$ cat config.mk
export PLATFORM = sky130hd
export DESIGN_NAME = sysver_reader_flat
export DESIGN_NICKNAME = d
export VERILOG_FILES = /design/src/rtl/sysver_reader_if.sv /design/src/rtl/sysver_reader.sv /design/src/flat_wrapper.sv
export SDC_FILE = /design/constraint.sdc
export NUM_CORES = 1
export LEC_CHECK = 0
export BUFFER_PORTS_ARGS = -buffer_cell sky130_fd_sc_hd__clkbuf_2
export CORE_MARGIN = 2
export CORE_UTILIZATION = 40
export DETAILED_ROUTE_END_ITERATION = 6
export PLACE_DENSITY = 0.69
export SYNTH_ARGS = -nofsm -noshare
export SYNTH_HDL_FRONTEND = slang
export SYNTH_SLANG_ARGS = --single-unit
$ cat constraint.sdc
create_clock -name s_axi_aclk -period 1.8 [get_ports s_axi_aclk]
set_clock_uncertainty 0.05 [all_clocks]
set_input_delay 0.09 -clock s_axi_aclk [delete_from_list [all_inputs] [get_ports s_axi_aclk]]
set_output_delay 0.09 -clock s_axi_aclk [all_outputs]
set_load 0.005 [all_outputs]
$ cat src/rtl/sysver_reader_if.sv
// sysver_reader_if
// Read-only AXI4-lite bundle (AR + R channels) between the system version reader
// and the systemversion slave.
// Parameters: AW address width, DW data width.
// Modports:
//   master - drives araddr/arprot/arvalid/rready, samples arready/rdata/rresp/rvalid
//   slave  - the opposite directions
interface sysver_reader_if #(
    parameter int AW = 32,
    parameter int DW = 32
);
    logic [AW-1:0] araddr;
    logic [2:0]    arprot;
    logic          arvalid;
    logic          arready;
    logic [DW-1:0] rdata;
    logic [1:0]    rresp;
    logic          rvalid;
    logic          rready;

    modport master (
        output araddr, arprot, arvalid, rready,
        input  arready, rdata, rresp, rvalid
    );

    modport slave (
        input  araddr, arprot, arvalid, rready,
        output arready, rdata, rresp, rvalid
    );
endinterface

$ cat src/rtl/sysver_reader.sv
// sysver_reader
// AXI4-lite read-only initiator that fetches FPGA_VER (base+0x0) and BOARD (base+0x4)
// from the systemversion slave after reset and on each start pulse taken while idle.
// The values are held on plain outputs until the next sequence starts.
// Optional feature macro: SYSVER_RD_TIMEOUT_EN adds a per-transaction timeout that
// aborts a hung read (arvalid/rready are dropped, err and timeout are set).
// Ports:
//   s_axi_aclk, s_axi_aresetn  clock, asynchronous active-low reset
//   m_axi                      AR/R master port (sysver_reader_if.master)
//   start                      1-cycle pulse, re-runs the read sequence when idle
//   busy                       sequence in progress
//   ver_valid                  both reads of the last sequence returned OKAY
//   err                        last sequence ended on an error response or timeout
//   timeout                    last sequence aborted on timeout (always 0 without macro)
//   ver_mismatch               ver_valid and FPGA major version differs from expected
//   fpga_ver                   captured FPGA_VER
//   board_type, board_rev      captured BOARD[31:16], BOARD[15:0]
//
// state   | meaning
// --------+-----------------------------------------------
// BOOT    | first cycle after reset, launches the sequence
// AR0     | FPGA_VER address phase (arvalid=1)
// R0      | FPGA_VER data phase (rready=1)
// AR1     | BOARD address phase (arvalid=1)
// R1      | BOARD data phase (rready=1)
// DONE    | idle, results held, waits for start
module sysver_reader #(
    parameter int                              C_M_AXI_ADDR_WIDTH = 32,
    parameter int                              C_M_AXI_DATA_WIDTH = 32,
    parameter logic [C_M_AXI_ADDR_WIDTH-1:0]   C_BASE_ADDR        = 32'h4000_0000,
    parameter logic [7:0]                      C_EXP_VER_MAJ      = 8'd0,
    parameter int                              C_TIMEOUT_CYCLES   = 1024
) (
    input  logic                 s_axi_aclk,
    input  logic                 s_axi_aresetn,
    sysver_reader_if.master      m_axi,
    input  logic                 start,
    output logic                 busy,
    output logic                 ver_valid,
    output logic                 err,
    output logic                 timeout,
    output logic                 ver_mismatch,
    output logic [31:0]          fpga_ver,
    output logic [15:0]          board_type,
    output logic [15:0]          board_rev
);

    typedef enum logic [2:0] {
        ST_BOOT = 3'd0,
        ST_AR0  = 3'd1,
        ST_R0   = 3'd2,
        ST_AR1  = 3'd3,
        ST_R1   = 3'd4,
        ST_DONE = 3'd5
    } state_t;

    localparam logic [1:0] RESP_OKAY = 2'b00;

    state_t                          state_q, state_d;
    logic [C_M_AXI_ADDR_WIDTH-1:0]   araddr_q, araddr_d;
    logic                            arvalid_q, arvalid_d;
    logic                            rready_q, rready_d;
    logic                            ver_valid_q, ver_valid_d;
    logic                            err_q, err_d;
    logic                            timeout_q, timeout_d;
    logic [31:0]                     fpga_ver_q, fpga_ver_d;
    logic [15:0]                     board_type_q, board_type_d;
    logic [15:0]                     board_rev_q, board_rev_d;

    logic [C_M_AXI_DATA_WIDTH-1:0]   rdata;
    logic                            ar_hs;
    logic                            r_hs;
    logic                            tmo_hit;

    assign rdata = m_axi.rdata;
    assign ar_hs = arvalid_q && m_axi.arready;
    assign r_hs  = rready_q && m_axi.rvalid;

`ifdef SYSVER_RD_TIMEOUT_EN
    localparam logic [15:0] TMO_LAST = 16'(C_TIMEOUT_CYCLES - 1);

    logic [15:0] tcnt_q, tcnt_d;

    // Restarts on every state change, so each AR/R phase gets its own budget.
    always_comb begin
        tcnt_d = tcnt_q;
        if (state_d != state_q) begin
            tcnt_d = '0;
        end else if (busy) begin
            tcnt_d = tcnt_q + 16'd1;
        end
    end

    always_ff @(posedge s_axi_aclk or negedge s_axi_aresetn) begin
        if (!s_axi_aresetn) begin
            tcnt_q <= '0;
        end else begin
            tcnt_q <= tcnt_d;
        end
    end

    assign tmo_hit = (tcnt_q == TMO_LAST);
`else
    logic unused_tmo_cfg;

    assign unused_tmo_cfg = ^C_TIMEOUT_CYCLES;
    assign tmo_hit        = 1'b0;
`endif

    always_comb begin
        state_d      = state_q;
        ver_valid_d  = ver_valid_q;
        err_d        = err_q;
        timeout_d    = timeout_q;
        fpga_ver_d   = fpga_ver_q;
        board_type_d = board_type_q;
        board_rev_d  = board_rev_q;

        case (state_q)
            ST_BOOT: begin
                state_d     = ST_AR0;
                ver_valid_d = 1'b0;
                err_d       = 1'b0;
                timeout_d   = 1'b0;
            end
            ST_AR0, ST_AR1: begin
                if (ar_hs) begin
                    state_d = (state_q == ST_AR0) ? ST_R0 : ST_R1;
                end else if (tmo_hit) begin
                    state_d   = ST_DONE;
                    err_d     = 1'b1;
                    timeout_d = 1'b1;
                end
            end
            ST_R0: begin
                if (r_hs) begin
                    fpga_ver_d = rdata[31:0];
                    if (m_axi.rresp == RESP_OKAY) begin
                        state_d = ST_AR1;
                    end else begin
                        state_d = ST_DONE;
                        err_d   = 1'b1;
                    end
                end else if (tmo_hit) begin
                    state_d   = ST_DONE;
                    err_d     = 1'b1;
                    timeout_d = 1'b1;
                end
            end
            ST_R1: begin
                if (r_hs) begin
                    board_type_d = rdata[31:16];
                    board_rev_d  = rdata[15:0];
                    state_d      = ST_DONE;
                    // Reaching R1 means the FPGA_VER read was already OKAY.
                    if (m_axi.rresp == RESP_OKAY) begin
                        ver_valid_d = 1'b1;
                    end else begin
                        err_d = 1'b1;
                    end
                end else if (tmo_hit) begin
                    state_d   = ST_DONE;
                    err_d     = 1'b1;
                    timeout_d = 1'b1;
                end
            end
            ST_DONE: begin
                if (start) begin
                    state_d     = ST_AR0;
                    ver_valid_d = 1'b0;
                    err_d       = 1'b0;
                    timeout_d   = 1'b0;
                end
            end
            default: begin
                state_d = ST_BOOT;
            end
        endcase
    end

    // Bus controls are registered from the next state so they change only on
    // state entry; araddr holds its value for the whole address phase.
    always_comb begin
        arvalid_d = (state_d == ST_AR0) || (state_d == ST_AR1);
        rready_d  = (state_d == ST_R0) || (state_d == ST_R1);
        araddr_d  = araddr_q;
        if (state_d == ST_AR0) begin
            araddr_d = C_BASE_ADDR;
        end else if (state_d == ST_AR1) begin
            araddr_d = C_BASE_ADDR + C_M_AXI_ADDR_WIDTH'(4);
        end
    end

    always_ff @(posedge s_axi_aclk or negedge s_axi_aresetn) begin
        if (!s_axi_aresetn) begin
            state_q      <= ST_BOOT;
            araddr_q     <= '0;
            arvalid_q    <= 1'b0;
            rready_q     <= 1'b0;
            ver_valid_q  <= 1'b0;
            err_q        <= 1'b0;
            timeout_q    <= 1'b0;
            fpga_ver_q   <= '0;
            board_type_q <= '0;
            board_rev_q  <= '0;
        end else begin
            state_q      <= state_d;
            araddr_q     <= araddr_d;
            arvalid_q    <= arvalid_d;
            rready_q     <= rready_d;
            ver_valid_q  <= ver_valid_d;
            err_q        <= err_d;
            timeout_q    <= timeout_d;
            fpga_ver_q   <= fpga_ver_d;
            board_type_q <= board_type_d;
            board_rev_q  <= board_rev_d;
        end
    end

    assign m_axi.araddr  = araddr_q;
    assign m_axi.arprot  = 3'b000;
    assign m_axi.arvalid = arvalid_q;
    assign m_axi.rready  = rready_q;

    assign busy         = (state_q == ST_AR0) || (state_q == ST_R0) ||
                          (state_q == ST_AR1) || (state_q == ST_R1);
    assign ver_valid    = ver_valid_q;
    assign err          = err_q;
    assign timeout      = timeout_q;
    assign ver_mismatch = ver_valid_q && (fpga_ver_q[31:24] != C_EXP_VER_MAJ);
    assign fpga_ver     = fpga_ver_q;
    assign board_type   = board_type_q;
    assign board_rev    = board_rev_q;

endmodule

$ cat src/flat_wrapper.sv
// flat-port wrapper written by rule: the top's interface ports become plain ports
module sysver_reader_flat 
#(
    parameter int                              C_M_AXI_ADDR_WIDTH = 32,
    parameter int                              C_M_AXI_DATA_WIDTH = 32,
    parameter logic [C_M_AXI_ADDR_WIDTH-1:0]   C_BASE_ADDR        = 32'h4000_0000,
    parameter logic [7:0]                      C_EXP_VER_MAJ      = 8'd0,
    parameter int                              C_TIMEOUT_CYCLES   = 1024
)
  (s_axi_aclk, s_axi_aresetn, start, busy, ver_valid, err, timeout, ver_mismatch, fpga_ver, board_type, board_rev, m_axi_araddr, m_axi_arprot, m_axi_arvalid, m_axi_rready, m_axi_arready, m_axi_rdata, m_axi_rresp, m_axi_rvalid);
  sysver_reader_if #(.AW(32), .DW(32)) m_axi_i ();
  input  logic s_axi_aclk;
  input  logic s_axi_aresetn;
  input  logic start;
  output logic busy;
  output logic ver_valid;
  output logic err;
  output logic timeout;
  output logic ver_mismatch;
  output logic [31:0] fpga_ver;
  output logic [15:0] board_type;
  output logic [15:0] board_rev;
  output wire logic [$bits(m_axi_i.araddr)-1:0] m_axi_araddr;
  output wire logic [$bits(m_axi_i.arprot)-1:0] m_axi_arprot;
  output wire logic [$bits(m_axi_i.arvalid)-1:0] m_axi_arvalid;
  output wire logic [$bits(m_axi_i.rready)-1:0] m_axi_rready;
  input wire logic [$bits(m_axi_i.arready)-1:0] m_axi_arready;
  input wire logic [$bits(m_axi_i.rdata)-1:0] m_axi_rdata;
  input wire logic [$bits(m_axi_i.rresp)-1:0] m_axi_rresp;
  input wire logic [$bits(m_axi_i.rvalid)-1:0] m_axi_rvalid;
  assign m_axi_araddr = m_axi_i.araddr;
  assign m_axi_arprot = m_axi_i.arprot;
  assign m_axi_arvalid = m_axi_i.arvalid;
  assign m_axi_rready = m_axi_i.rready;
  assign m_axi_i.arready = m_axi_arready;
  assign m_axi_i.rdata = m_axi_rdata;
  assign m_axi_i.rresp = m_axi_rresp;
  assign m_axi_i.rvalid = m_axi_rvalid;
  sysver_reader #(.C_M_AXI_ADDR_WIDTH(C_M_AXI_ADDR_WIDTH), .C_M_AXI_DATA_WIDTH(C_M_AXI_DATA_WIDTH), .C_BASE_ADDR(C_BASE_ADDR), .C_EXP_VER_MAJ(C_EXP_VER_MAJ), .C_TIMEOUT_CYCLES(C_TIMEOUT_CYCLES)) u_core (.s_axi_aclk(s_axi_aclk), .s_axi_aresetn(s_axi_aresetn), .m_axi(m_axi_i), .start(start), .busy(busy), .ver_valid(ver_valid), .err(err), .timeout(timeout), .ver_mismatch(ver_mismatch), .fpga_ver(fpga_ver), .board_type(board_type), .board_rev(board_rev));
endmodule
==> metrics <==
final setup TNS=0 ns; ratio of cells with drive above 1 in the final layout=53.8%; WP data required=1.98 ns; total core area=8090 sq um; Hold Path Class=primary input to flip-flop; grt ovf=0; RSZ-0062 raised after global routing=no; cell taking the most area after synthesis=dfrtp_1; Seq/Total Area, Yosys=~56%; Die H=94.7 microns; post-synth cell types=28; Final ANT Viol Nets=0; IO Port Bufs=110; post-DP HPWL=~5000 microns; critical path launch point type=flip-flop; Tot GR Track Use=between 10% and 20%; largest net degree at the start of global routing=33; TritonCTS clock tree=yes; Setup crit end kind=flip-flop; CP Max Fanout=14; Area growth, synth to finish=35.3%; Final Hold Vio Count=0; Final setup viols=0; first-pass GRT wire length=10800 microns; vias=2216; Sink Count=73; Worst Setup SP=u_core.state_q[0]; routed vias/inst=around 4.5; Syn Area/Cell=14.6 sq um; flop2flop setup slack=between 0.15 and 0.2 ns; Top Ports=145; number of remaining DRC errors=0; initial core utilization=around two fifths; status=complete, no violations; Place WS=0.180 ns; Max VDD drop=0.000489 V; Root Driver=clkbuf_8; Leakage Power=about 0.0023 uW; FF+latch count, synth=73; Avg WL per Cell=14.5 microns; Final WS setup=0.181 ns; fin nets=~420; Main synth FF type=dfrtp_1; post-CTS setup buffers=0; die area=8960 sq um; Die W=94.7 microns; Arr. time, crit path=1.80 ns; Post-DP Area=3870 sq um; R2R Path End=u_core.board_rev[3]; cts bufs inserted=9; CTS Buffer Depth=2; n_diodes=0; FFs w/ async S/R, synth=100%; critical path class=flip-flop to flip-flop; PD cells=around 1300 nW/um^2; Final Slew Violations=0; initial antenna violation count=0; r2r worst-path depth=5; Routed Wire Length=7060 microns; final non-filler cell area=4450 sq um; Area contributors post-synth=dfrtp_1, mux2_4, mux2_2; Gate Count Post-Synth=225; max_cap viols=0; gpl congestion=0.791; number of enable flip-flop cells after synthesis=0; DRT iter0 DRCs=49; most instantiated cells after synthesis=dfrtp_1, buf_4, mux2_2; First-pass DRT Iterations=4; share of Yosys cell area claimed by the top area cell type=between 50% and 60%; most common cell in the netlist=dfrtp_1; final period utilization=89.9%; row count=33; Netlist Area Pre-Place=~3300 sq um; # fillers=687; Worst-path clk slew=0.08 ns; worst setup path endpoint=u_core.board_rev[3]; origin of the critical flop-to-flop path=u_core.state_q[0]; Max Fclk=~600 MHz; fin crit period=1.62 ns; Yosys warnings=0; clk_lat worst skew=0.34 ns; vias in the first global route=2149; H-tree Lvls=3
==> metal layers <==
| metal | share of wire, % | vias up | GRT usage, % |
|---|---|---|---|
| met5 | 0 | - | 0 |
| met4 | 1.1 | 0 | 8.33 |
| met3 | 7.2 | 7 | 3.27 |
| met2 | 49 | 95 | 26.4 |
| met1 | 42 | 1100 | 19.2 |
| li1 | - | 1014 | - |
==> power breakdown <==
part | internal (uW) | switching [uW]
clock network | 963 | 623
registers | 2090 | 296
logic | 935 | 670
total | 3990 | 1590
==> cells in the final DEF, fill, tap and decap left out <==
master	n
a211oi_1	1
a21boi_0	1
a21oi_1	6
a22oi_1	1
a31oi_1	2
and2_4	1
buf_12	5
buf_4	6
bufinv_16	3
clkbuf_2	109
clkbuf_8	10
clkinv_2	1
clkinv_4	1
conb_1	34
dfrtp_1	73
dlygate4sd3_1	33
inv_1	3
inv_6	1
mux2_2	34
mux2_4	30
nand2_1	2
nand2b_1	1
nand3_1	2
nand3b_4	1
nor2_1	7
nor2_2	1
nor2_4	1
nor2b_1	1
nor4_1	2
o21a_1	1
o21ai_0	1
o22ai_1	4
or2_2	2
xnor2_1	2
==> kinds of logic after synthesis <==
kind of cell,after synthesis,synth area share [%]
AO/OA/AOI/OAI,17,3.12
AND/OR/NAND/NOR,21,3.73
XOR/XNOR,2,0.533
flip-flops,73,55.6
buffers and inverters,47,11.6
other,1,0.114
multiplexers,64,25.3
==> per-stage QoR <==
stage / power [uW] / instances / hold WS, ns / utilization, %
after global routing: 5910 / 488 / 0.0513 / 55.0
after global placement: 3920 / 439 / 0.00760 / 47.8
after detailed placement: 3980 / 439 / 0.0109 / 47.8
final: 5580 / 488 / 0.0214 / 55.0
after floorplan: 3290 / 258 / -0.256 / -
after CTS: 5640 / 488 / 0.00814 / 55.0
==> worst min-delay path by stage <==
stage             startpoint             endpoint  slack [ns]  cells past startpoint
2_1_floorplan  s_axi_aresetn  u_core.board_rev[0]       -0.26                      0
3_3_place_gp   s_axi_aresetn  u_core.board_rev[0]       0.008                      1
3_5_place_dp   s_axi_aresetn  u_core.board_rev[1]        0.01                      1
4_1_cts                start    u_core.state_q[2]       0.008                      4
5_1_grt                start    u_core.state_q[2]        0.05                      4
6_report               start    u_core.state_q[2]        0.02                      4
==> registers in the layout, summed over array words and instances, names as in the netlist <==
register and count:
u_core.m_axi.araddr 2, u_core.m_axi.rready 1, u_core.state_q 3, u_core.ver_valid 1
u_core.m_axi.arvalid 1, u_core.fpga_ver 32, u_core.err 1, u_core.board_type 16
u_core.board_rev 16
==> layout make-up <==
cell class / instances / area [sq um] / share of cell area [%]
clock inverter: 6 / 113 / 2.53
clock buffer: 10 / 138 / 3.09
inverter: 3 / 11.3 / 0.253
multi-input combinational: 138 / 1210 / 27.2
timing repair buffer: 153 / 1020 / 22.9
tap: 105 / 131 / 2.95
sequential: 73 / 1830 / 41.1
==> worst max-delay path, stage by stage, from the launching register on <==
cell and delay (ns):
dfrtp_1 0.38, nand3b_4 0.19, nor2_2 0.12, and2_4 0.26, buf_12 0.19, mux2_4 0.31
==> repair_timing <==
item | in CTS | in global routing
hold buffers | 33 | 0
endpoints found under the hold margin | 112 | 0
resized for setup | 0 | 0
No activity file was read; power rests on OpenSTA's default activity.
